$ cat config.mk
export PLATFORM = sky130hd
export DESIGN_NAME = blink_scheduler_flat
export DESIGN_NICKNAME = d
export VERILOG_FILES = /design/src/rtl/blink_sched_pkg.sv /design/src/rtl/blink_scheduler_if.sv /design/src/rtl/blink_scheduler_rr_arbiter.sv /design/src/rtl/blink_scheduler.sv /design/src/flat_wrapper.sv
export SDC_FILE = /design/constraint.sdc
export NUM_CORES = 1
export LEC_CHECK = 0
export ABC_AREA = 1
export CAP_MARGIN = 20
export CORE_ASPECT_RATIO = 0.5
export CORE_MARGIN = 2
export CORE_UTILIZATION = 34
export CTS_CLUSTER_SIZE = 14
export DETAILED_ROUTE_END_ITERATION = 10
export DONT_BUFFER_PORTS = 1
export PLACE_DENSITY = 0.59
export SETUP_SLACK_MARGIN = 0.2
export SYNTH_ARGS = -nofsm -noshare
export SYNTH_HDL_FRONTEND = slang
export SYNTH_HIERARCHICAL = 1
export SYNTH_SLANG_ARGS = --single-unit
$ cat constraint.sdc
create_clock -name clk -period 3.4 [get_ports clk]
set_input_delay 0.51 -clock clk [delete_from_list [all_inputs] [get_ports clk]]
set_output_delay 0.51 -clock clk [all_outputs]
set_load 0.02 [all_outputs]
$ cat src/rtl/blink_sched_pkg.sv
// Shared types and helpers for the blink scheduler.
//   state_t     : scheduler FSM state (IDLE, ON, OFF, GAP)
//   DEF_*       : default widths for the phase timer and per-requester count
//   count_slice : pulls requester idx's count field out of the flattened
//                 req_count bus (bus must fit in MAX_FLAT_W, burst_w < 32)
package blink_sched_pkg;

  typedef enum logic [1:0] {
    IDLE = 2'd0,
    ON   = 2'd1,
    OFF  = 2'd2,
    GAP  = 2'd3
  } state_t;

  localparam int DEF_CNT_W   = 25;
  localparam int DEF_BURST_W = 4;
  localparam int MAX_FLAT_W  = 256;

  function automatic logic [31:0] count_slice(input logic [MAX_FLAT_W-1:0] flat,
                                              input int idx,
                                              input int burst_w);
    logic [MAX_FLAT_W-1:0] shifted;
    logic [31:0]           mask;
    shifted = flat >> (idx * burst_w);
    mask    = (32'd1 << burst_w) - 32'd1;
    return shifted[31:0] & mask;
  endfunction

endpackage

$ cat src/rtl/blink_scheduler_if.sv
// Requester/LED-side bundle of the blink scheduler.
//   req         : per-requester level request
//   req_count   : per-requester blink count, slice i = [i*BURST_W +: BURST_W]
//   half_period : ON/OFF phase length in clk cycles (0 behaves as 1)
//   blink       : LED drive
//   grant       : one-hot owner of the running burst, zero when idle
//   done        : one-cycle completion pulse to the owner
//   busy        : scheduler is not idle
// Handshake: a requester raises req[i] (with its count valid) and holds it;
// the scheduler answers with grant[i] for the whole burst and then a single
// done[i] cycle. req[i] may drop at the done cycle; if still high there it is
// a fresh request. Dropping it earlier does not cancel the running burst.
// master = requester/test side, slave = scheduler side.
interface blink_scheduler_if
  import blink_sched_pkg::*;
#(
  parameter int NUM_REQ = 4,
  parameter int CNT_W   = DEF_CNT_W,
  parameter int BURST_W = DEF_BURST_W
);

  logic [NUM_REQ-1:0]         req;
  logic [NUM_REQ*BURST_W-1:0] req_count;
  logic [CNT_W-1:0]           half_period;
  logic                       blink;
  logic [NUM_REQ-1:0]         grant;
  logic [NUM_REQ-1:0]         done;
  logic                       busy;

  modport master (
    output req, req_count, half_period,
    input  blink, grant, done, busy
  );

  modport slave (
    input  req, req_count, half_period,
    output blink, grant, done, busy
  );

endinterface

$ cat src/rtl/blink_scheduler_rr_arbiter.sv
// Combinational round-robin arbiter.
//   req    : request vector
//   ptr    : index where the search begins (wraps modulo NUM_REQ)
//   enable : when low no grant is produced
//   gnt    : one-hot winner
//   idx    : encoded winner
//   found  : a winner exists
module rr_arbiter #(
  parameter  int NUM_REQ = 4,
  localparam int IDX_W   = $clog2(NUM_REQ)
) (
  input  logic [NUM_REQ-1:0] req,
  input  logic [IDX_W-1:0]   ptr,
  input  logic               enable,
  output logic [NUM_REQ-1:0] gnt,
  output logic [IDX_W-1:0]   idx,
  output logic               found
);

  logic [IDX_W:0]   sum;
  logic [IDX_W-1:0] cand;

  always_comb begin
    gnt   = '0;
    idx   = '0;
    found = 1'b0;
    sum   = '0;
    cand  = '0;
    for (int k = 0; k < NUM_REQ; k++) begin
      // One extra bit so ptr + k cannot overflow before the modulo fold.
      sum = {1'b0, ptr} + (IDX_W+1)'(k);
      if (sum >= (IDX_W+1)'(NUM_REQ)) begin
        sum = sum - (IDX_W+1)'(NUM_REQ);
      end
      cand = sum[IDX_W-1:0];
      if (enable && !found && req[cand]) begin
        found     = 1'b1;
        idx       = cand;
        gnt[cand] = 1'b1;
      end
    end
  end

endmodule

$ cat src/rtl/blink_scheduler.sv
// Round-robin blink scheduler: one LED shared between NUM_REQ requesters.
// A granted requester gets count blinks of half_period ON + half_period OFF,
// followed by GAP_TICKS idle cycles, then a one-cycle done pulse.
//   clk, rst_n : clock, asynchronous active-low reset
//   bus        : blink_scheduler_if slave modport (parameters must match)
//   state_dbg  : current FSM state, for observation only
module blink_scheduler
  import blink_sched_pkg::*;
#(
  parameter int NUM_REQ   = 4,
  parameter int CNT_W     = DEF_CNT_W,
  parameter int BURST_W   = DEF_BURST_W,
  parameter int GAP_TICKS = 16
) (
  input  logic                clk,
  input  logic                rst_n,
  blink_scheduler_if.slave    bus,
  output state_t              state_dbg
);

  localparam int               IDX_W  = $clog2(NUM_REQ);
  localparam logic [CNT_W-1:0] GAP_M1 = CNT_W'(GAP_TICKS - 1);

  state_t               state_q, state_d;
  logic [IDX_W-1:0]     ptr_q, ptr_d;
  logic [IDX_W-1:0]     owner_q, owner_d;
  logic [CNT_W-1:0]     timer_q, timer_d;
  logic [CNT_W-1:0]     half_m1_q, half_m1_d;
  logic [BURST_W-1:0]   remaining_q, remaining_d;
  logic                 blink_q, blink_d;
  logic [NUM_REQ-1:0]   grant_q, grant_d;
  logic [NUM_REQ-1:0]   done_q, done_d;

  logic [NUM_REQ-1:0]   arb_gnt;
  logic [IDX_W-1:0]     arb_idx;
  logic                 arb_found;
  logic [BURST_W-1:0]   win_count;
  logic [CNT_W-1:0]     hp_m1;
  logic                 timer_zero;

  rr_arbiter #(.NUM_REQ(NUM_REQ)) u_arb (
    .req    (bus.req),
    .ptr    (ptr_q),
    .enable (state_q == IDLE),
    .gnt    (arb_gnt),
    .idx    (arb_idx),
    .found  (arb_found)
  );

  assign win_count  = BURST_W'(count_slice(MAX_FLAT_W'(bus.req_count), int'(arb_idx), BURST_W));
  // A zero half_period behaves as one cycle per phase.
  assign hp_m1      = (bus.half_period == '0) ? '0 : bus.half_period - CNT_W'(1);
  assign timer_zero = (timer_q == '0);

  // State and datapath registers.
  always_ff @(posedge clk or negedge rst_n) begin
    if (!rst_n) begin
      state_q     <= IDLE;
      ptr_q       <= '0;
      owner_q     <= '0;
      timer_q     <= '0;
      half_m1_q   <= '0;
      remaining_q <= '0;
    end else begin
      state_q     <= state_d;
      ptr_q       <= ptr_d;
      owner_q     <= owner_d;
      timer_q     <= timer_d;
      half_m1_q   <= half_m1_d;
      remaining_q <= remaining_d;
    end
  end

  // Next state. The timer is loaded with (phase length - 1) on entry and the
  // phase ends on the edge where it reads zero.
  always_comb begin
    state_d     = state_q;
    ptr_d       = ptr_q;
    owner_d     = owner_q;
    timer_d     = timer_q;
    half_m1_d   = half_m1_q;
    remaining_d = remaining_q;
    unique case (state_q)
      IDLE: begin
        if (arb_found) begin
          owner_d     = arb_idx;
          ptr_d       = (arb_idx == IDX_W'(NUM_REQ - 1)) ? '0 : arb_idx + IDX_W'(1);
          half_m1_d   = hp_m1;
          remaining_d = win_count;
          if (win_count == '0) begin
            state_d = GAP;
            timer_d = GAP_M1;
          end else begin
            state_d = ON;
            timer_d = hp_m1;
          end
        end
      end
      ON: begin
        if (timer_zero) begin
          state_d = OFF;
          timer_d = half_m1_q;
        end else begin
          timer_d = timer_q - CNT_W'(1);
        end
      end
      OFF: begin
        if (timer_zero) begin
          if (remaining_q > BURST_W'(1)) begin
            state_d     = ON;
            timer_d     = half_m1_q;
            remaining_d = remaining_q - BURST_W'(1);
          end else begin
            state_d = GAP;
            timer_d = GAP_M1;
          end
        end else begin
          timer_d = timer_q - CNT_W'(1);
        end
      end
      GAP: begin
        if (timer_zero) begin
          state_d = IDLE;
        end else begin
          timer_d = timer_q - CNT_W'(1);
        end
      end
      default: state_d = IDLE;
    endcase
  end

  // Output values for the next cycle, taken from the next state so the
  // registered outputs line up with the state they describe.
  always_comb begin
    blink_d = (state_d == ON);
    grant_d = (state_d == IDLE) ? '0 : (NUM_REQ'(1) << owner_d);
    done_d  = (state_q == GAP && state_d == IDLE) ? (NUM_REQ'(1) << owner_q) : '0;
  end

  always_ff @(posedge clk or negedge rst_n) begin
    if (!rst_n) begin
      blink_q <= 1'b0;
      grant_q <= '0;
      done_q  <= '0;
    end else begin
      blink_q <= blink_d;
      grant_q <= grant_d;
      done_q  <= done_d;
    end
  end

  assign bus.blink = blink_q;
  assign bus.grant = grant_q;
  assign bus.done  = done_q;
  assign bus.busy  = (state_q != IDLE);
  assign state_dbg = state_q;

endmodule

$ cat src/flat_wrapper.sv
// flat-port wrapper written by rule: the top's interface ports become plain ports
module blink_scheduler_flat import blink_sched_pkg::*;
#(
  parameter int NUM_REQ   = 4,
  parameter int CNT_W     = DEF_CNT_W,
  parameter int BURST_W   = DEF_BURST_W,
  parameter int GAP_TICKS = 16
)
  (clk, rst_n, state_dbg, bus_req, bus_req_count, bus_half_period, bus_blink, bus_grant, bus_done, bus_busy);
  blink_scheduler_if #(.NUM_REQ(NUM_REQ), .CNT_W(CNT_W), .BURST_W(BURST_W)) bus_i ();
  input  logic clk;
  input  logic rst_n;
  output state_t state_dbg;
  input wire logic [$bits(bus_i.req)-1:0] bus_req;
  input wire logic [$bits(bus_i.req_count)-1:0] bus_req_count;
  input wire logic [$bits(bus_i.half_period)-1:0] bus_half_period;
  output wire logic [$bits(bus_i.blink)-1:0] bus_blink;
  output wire logic [$bits(bus_i.grant)-1:0] bus_grant;
  output wire logic [$bits(bus_i.done)-1:0] bus_done;
  output wire logic [$bits(bus_i.busy)-1:0] bus_busy;
  assign bus_i.req = bus_req;
  assign bus_i.req_count = bus_req_count;
  assign bus_i.half_period = bus_half_period;
  assign bus_blink = bus_i.blink;
  assign bus_grant = bus_i.grant;
  assign bus_done = bus_i.done;
  assign bus_busy = bus_i.busy;
  blink_scheduler #(.NUM_REQ(NUM_REQ), .CNT_W(CNT_W), .BURST_W(BURST_W), .GAP_TICKS(GAP_TICKS)) u_core (.clk(clk), .rst_n(rst_n), .bus(bus_i), .state_dbg(state_dbg));
endmodule
Word-level counts from Yosys, hierarchy flattened
Index checks and enable logic that the tools add are counted.
{"block": "totals", "inputBits": 47, "regBits": 69, "output_inout_bits": 12, "wordCells": 106}
{"block": "op_classes", "n_eq_ne": 9, "n_lt_le_gt_ge": 9, "n_shift": 3, "reduce_logical": 21, "add_sub_neg": 11, "muxes": 44}
{"operator": "$mux W25", "n": 7}
{"operator": "$pmux W25 S4", "n": 1}
{"operator": "$logic_not A25 Y1", "n": 2}
{"operator": "$sub A25 B1 Y25 const B", "n": 2}
{"operator": "$mux W2", "n": 17}
{"operator": "$mux W4", "n": 5}
{"operator": "$shr A16 B4 Y4", "n": 1}
{"operator": "$lt A2 B3 Y1 const B", "n": 4}
{"operator": "$ge A3 B3 Y1 const B", "n": 3}
{"operator": "$bmux W1 S2", "n": 4}
{"operator": "$logic_and A1 B1 Y1", "n": 8}
{"operator": "$mux W1", "n": 8}
{"operator": "$pmux W2 S4", "n": 1}
{"operator": "$pmux W4 S2", "n": 1}
{"operator": "$shl A1 B2 Y4 const A", "n": 2}
{"operator": "$sub A2 B1 Y2 const B", "n": 4}
{"operator": "$add A2 B2 Y3 const B", "n": 2}
{"operator": "$eq A2 B2 Y1 const B", "n": 3}
{"operator": "$ne A2 B1 Y1 const B", "n": 3}
{"operator": "$eq A2 B1 Y1 const B", "n": 2}
{"operator": "$gt A4 B1 Y1 const B", "n": 1}
{"operator": "$logic_not A2 Y1", "n": 2}
{"operator": "$logic_not A4 Y1", "n": 1}
{"operator": "$reduce_and A2 Y1", "n": 2}
{"operator": "8 further kinds", "n": 11}

Longest topological paths before layout
{"block": "depth", "ltp_word": 26, "depth_mapped": 22, "depth_no_buf": 21}

Cells and area by module
The synthesis kept the hierarchy.
{"mod": "blink_scheduler", "seq_area_each_um2": 1726.7, "cells_per_inst": 776, "instances": 1, "area_each_um2": 5024.8}
{"mod": "rr_arbiter", "seq_area_each_um2": 0.0, "cells_per_inst": 92, "instances": 1, "area_each_um2": 544.3}

Least setup slack after synthesis
Ideal clock, no wire load.
{"block": "synth_timing", "path_kind": "register to register", "start": "register u_core.ptr_q[1]", "end": "register u_core.timer_q[1]", "arrival_time_ns": 2.911, "path_buffers": 2, "path_slack_ns": 0.372, "stages_incl_launch_ff": 23, "required_ns": 3.283, "synth_period_minus_slack_ns": 3.028, "setup_ns": 0.117, "path_cell_list": "dfrtp_1 > inv_1 > ha_1 > inv_1 > nand3_2 > nand2_1 > nand3_4 > nor2_1 > o21ai_1 > nand2_1 > buf_2 > inv_2 > nand2_1 > nand3_1 > nand2_1 > nand2_1 > nor2_1 > nand2_1 > nand2_1 > nor2_2 > buf_2 > nand3_1 > nand2_1"}
{"block": "synth_via", "elab_chain_cells": 23, "word_cells_on_any_way": 48, "cone_classes": "7 x add/sub; 4 x order compare; 1 x eq/ne; 1 x shift; 23 x mux; 12 x reduce/logical"}
{"item": "start, declared", "line_no": "blink_scheduler.sv:25", "text": "logic [IDX_W-1:0] ptr_q, ptr_d;"}
{"item": "start signal, assigned", "line_no": "blink_scheduler.sv:66", "text": "ptr_q <= ptr_d;"}
{"item": "$ge A2 B3 Y1 or $sub A2 B1 Y2 (tied branches)", "line_no": "blink_scheduler_rr_arbiter.sv:32, blink_scheduler_rr_arbiter.sv:33"}
{"item": "$mux W2", "line_no": "blink_scheduler_rr_arbiter.sv:32", "text": "if (sum >= (IDX_W+1)'(NUM_REQ)) begin"}
{"item": "$bmux W1 S2", "line_no": "blink_scheduler_rr_arbiter.sv:36", "text": "if (enable && !found && req[cand]) begin"}
{"item": "$mux W1 (not written as such)", "line_no": "blink_scheduler_rr_arbiter.sv:36"}
{"item": "$logic_and A1 B1 Y1", "line_no": "blink_scheduler_rr_arbiter.sv:36"}
{"item": "$mux W1", "line_no": "blink_scheduler_rr_arbiter.sv:36"}
{"item": "$logic_not A1 Y1", "line_no": "blink_scheduler_rr_arbiter.sv:36"}
{"item": "$logic_and A1 B1 Y1 (2 in a row)", "line_no": "blink_scheduler_rr_arbiter.sv:36"}
{"item": "(+6 left out)"}
{"item": "$logic_and A1 B1 Y1 (2 in a row)", "line_no": "blink_scheduler_rr_arbiter.sv:36"}
{"item": "$mux W2 (*)", "line_no": "blink_scheduler_rr_arbiter.sv:36"}
{"item": "via u_core.arb_idx[0]", "line_no": "blink_scheduler.sv:35", "text": "logic [IDX_W-1:0] arb_idx;"}
{"item": "$shr A16 B4 Y4 (*)", "line_no": "blink_sched_pkg.sv:24", "text": "shifted = flat >> (idx * burst_w);"}
{"item": "$logic_not A4 Y1 (*)", "line_no": "blink_scheduler.sv:90", "text": "if (win_count == '0) begin"}
{"item": "$mux W25 (*)", "line_no": "blink_scheduler.sv:90"}
{"item": "$mux W25 (*)", "line_no": "blink_scheduler.sv:85", "text": "if (arb_found) begin"}
{"item": "$pmux W25 S4 (*)", "line_no": "blink_scheduler.sv:83", "text": "unique case (state_q)"}
{"item": "end signal, assigned", "line_no": "blink_scheduler.sv:68", "text": "timer_q <= timer_d;"}
{"item": "end, declared", "line_no": "blink_scheduler.sv:27", "text": "logic [CNT_W-1:0] timer_q, timer_d;"}
Mark *: on every way through the listed nets, which the timed path passes. The rest lies on a longest branch. The select of a mux whose other input is x is not followed.
A chain may end at the register's enable or synchronous reset.

Worst setup path after layout
{"block": "layout_timing", "start": "register u_core.ptr_q[0]", "end": "register u_core.timer_q[10]"}
Same word-level chain as after synthesis.

==> results.txt <==
The flow ran to the end, and the final reports show no timing, DRC or antenna violations. For this run the aggregate overflow at the end of global routing stands at 0. The highest-utilization routing layer at the global route stage is met2.

The total count of max-transition violations in the final report was 0. The antenna diode count is 0. The first global-routing pass estimated ~26 mm of wire. The number of endpoints failing setup at the final stage is 0. The initial utilization of the core area, before any placement, comes to 0.346.

For this run, global-route usage on met3 was measured as 0.0417. The setup slack on the worst flop-to-flop path is 0.47 ns. The total iterations of the first detailed-routing run came out at 5. The transition at the pin with the smallest max-transition slack came out at 0.753 ns. The I/O pin count is 59. For met2 alone, demand over resource in global routing was 0.312.

For this run, design rule violations remaining after detail routing come to 0. The cell count after synthesis is approximately 830. The estimated wirelength of the detail-placed design is between 10 and 15 mm.

In the global route stage, overall resource usage came out at 0.193. The number of hold violations in the final report was 0. The vertical die dimension came out at 92.4 microns. The smallest clock period supported by the final layout is computed as roughly 2.9 ns. The largest driver fanout on the critical path is 24. Clock skew on the completed layout was measured at about 0.0063 ns. The met1 track demand over resource in global routing came out at 0.260. Across the VDD grid, the largest voltage drop is roughly 0.24 mV.

In this run the core area contains 32 standard-cell rows. The floorplan step defined a core boundary enclosing ~0.015 sq mm. The final design utilization is 0.388.

The total leakage power came out at between 0.002 and 0.003 uW. The final period utilization is 0.862. The detailed router's first-iteration violation count came out at roughly 510. Data on the critical path arrives at its endpoint at 3.15 ns. The net count after synthesis is roughly 900. The largest net degree at the start of global routing is 70. The detailed-route via count came out at 5366. The ratio of cells with drive above 1 in the final layout came out at 0.0976. The required arrival time at the worst endpoint is ~3.6 ns. The worst slack on hold paths came out at just under 0.05 ns. Dividing the synthesized area by the synthesized cell count gives 6.42 sq um. The H-tree generated during clock tree synthesis spans 3 levels. The number of nets in the layout came out at 891.

Setup repair after global routing left no endpoint under its margin. The final standard cell area without fillers is slightly below 0.006 sq mm. The count of cells along the worst register-to-register path is 21. The routed wirelength normalized by instance count came out at between 15 and 20 microns. The sequential standard cell area is 0.00173 sq mm. The number of buffers created by CTS is 9. The number of global-route vias before repair came out at 5132. The number of antenna violations at the first check in global routing came out at 0.

The die covers 0.0167 sq mm. TritonCTS built the clock tree. The area overhead of the layout relative to synthesis is 11.9%. The clock sink total is 69. The placer's final routability congestion estimate came out at 0.886. The final setup TNS is 0 ns. The critical path is of the reg2reg type. The total of max-cap violations is 0. The cell area after synthesis came out at about 0.0053 sq mm. The worst max-slew margin expressed relative to the limit came out at 0.497. The die boundary width is approximately 180 microns. The buffer type at the clock tree root is clkbuf_16.

The min-delay analysis places its worst path in the category in2async. The number of filler cells placed in the layout is around 1600. The clock latency reported for the late side of the worst-skew pair is roughly 0.34 ns. The worst setup path is launched from a flop. The total power density per cell area came out at 307 mW/mm^2.

The area of the multi-input gates came out at ~0.0033 sq mm. For this run, the number of Yosys warnings is 6. The top achievable clock speed is 0.341 GHz. After detailed routing, the number of vias per cell comes to 5.14. Once placement finished, the instance area stood at 0.00552 sq mm. The number of buffers between clock root and the deepest sink came out at 2. STA classifies the critical path endpoint as a flop. The final routed wirelength across all metal layers came out at roughly 16 mm. The number of nets with antenna violations after routing came out at 0. The clock-pin slew on the worst setup and hold paths is around 0.06 ns.

The number of port buffers is 0.
through the flow:
step / std cells / total power [uW] / setup WS, ns
6_report: 1044 / 1830 / 0.470
5_1_grt: 1044 / 1900 / 0.211
4_1_cts: 1040 / 1850 / 0.243
3_5_place_dp: 1022 / 910 / -0.0905
3_3_place_gp: 1022 / 908 / 0.0894
2_1_floorplan: 828 / 895 / 0.615
what timing repair did:
action | 4_1_cts | 5_1_grt
buffers inserted | 0 | 3
gates cloned | 2 | 1
endpoints found under the hold margin | 69 | 0
endpoints found under the setup margin | 31 | 31
hold buffers | 1 | 0
pin swaps | 2 | 3
gates resized for setup | 6 | 7
worst max-delay path, cell delays in order (launching register included):
cell and delay, ns:
dfrtp_2 0.44, inv_4 0.08, ha_1 0.33, inv_1 0.13
nand3_2 0.11, nand2_1 0.12, nand3_4 0.08, nor2_1 0.09
o21ai_1 0.10, nand2_2 0.14, inv_2 0.09, nand2_1 0.06
nand3_1 0.06, nand2_1 0.10, nand2_1 0.09, nor2_4 0.17
nor2_2 0.06, buf_6 0.19, nand2_1 0.09, o211ai_1 0.12
nand2_1 0.09, nand2_1 0.05
worst paths after layout:
check | end | start
worst min-delay path | u_core/bus.grant[1] | rst_n
min in group clk | u_core/half_m1_q[24] | bus_half_period[24]
worst max-delay path | u_core/timer_q[10] | u_core/ptr_q[0]
max in group asynchronous | u_core/ptr_q[0] | rst_n
worst max register to register | u_core/timer_q[10] | u_core/ptr_q[0]
worst min register to register | u_core/bus.done[1] | u_core/owner_q[1]
registers in the layout, summed over array words and instances, names as in the netlist:
signal,cells
u_core/half_m1_q,25
u_core/state_dbg,2
u_core/timer_q,25
u_core/owner_q,2
u_core/bus.grant,4
u_core/bus.done,4
u_core/ptr_q,2
u_core/remaining_q,4
u_core/bus.blink,1
metal layers:
metal / part of all wire / vias up / wire, microns
met5: 0 / - / 0
met4: 0.018 / 0 / 288
met3: 0.065 / 25 / 1030
met2: 0.44 / 172 / 7010
met1: 0.47 / 2521 / 7530
li1: - / 2648 / -
layout by cell type, fill, tap and decap left out, drive strengths merged:
cell type and count:
nor2 137, xor2 15, nand3b 2, nor3 5
o22ai 1, dfrtp 69, a21oi 10, clkinv 4
o211ai 3, a21boi 1, clkbuf 10, nand3 126
buf 13, inv 70, nand4 15, and2 1
o21bai 1, ha 8, xnor2 12, a21o 1
or2 3, o21ai 27, bufinv 1, nand2 304
clkinvlp 1
area by class of cell:
class | instances | share of cell area
flip-flops and latches | 69 | 0.291
well taps | 204 | 0.0429
clock buffers | 10 | 0.0385
clock inverters | 5 | 0.00884
repair buffers | 13 | 0.0246
inverters | 71 | 0.0452
multi-input cells | 672 | 0.549
power by group:
group / internal [uW] / switching [uW]
Clock: 559 / 349
Sequential: 822 / 0
Combinational: 29.2 / 66.7
(Power assumes the default switching activity.)
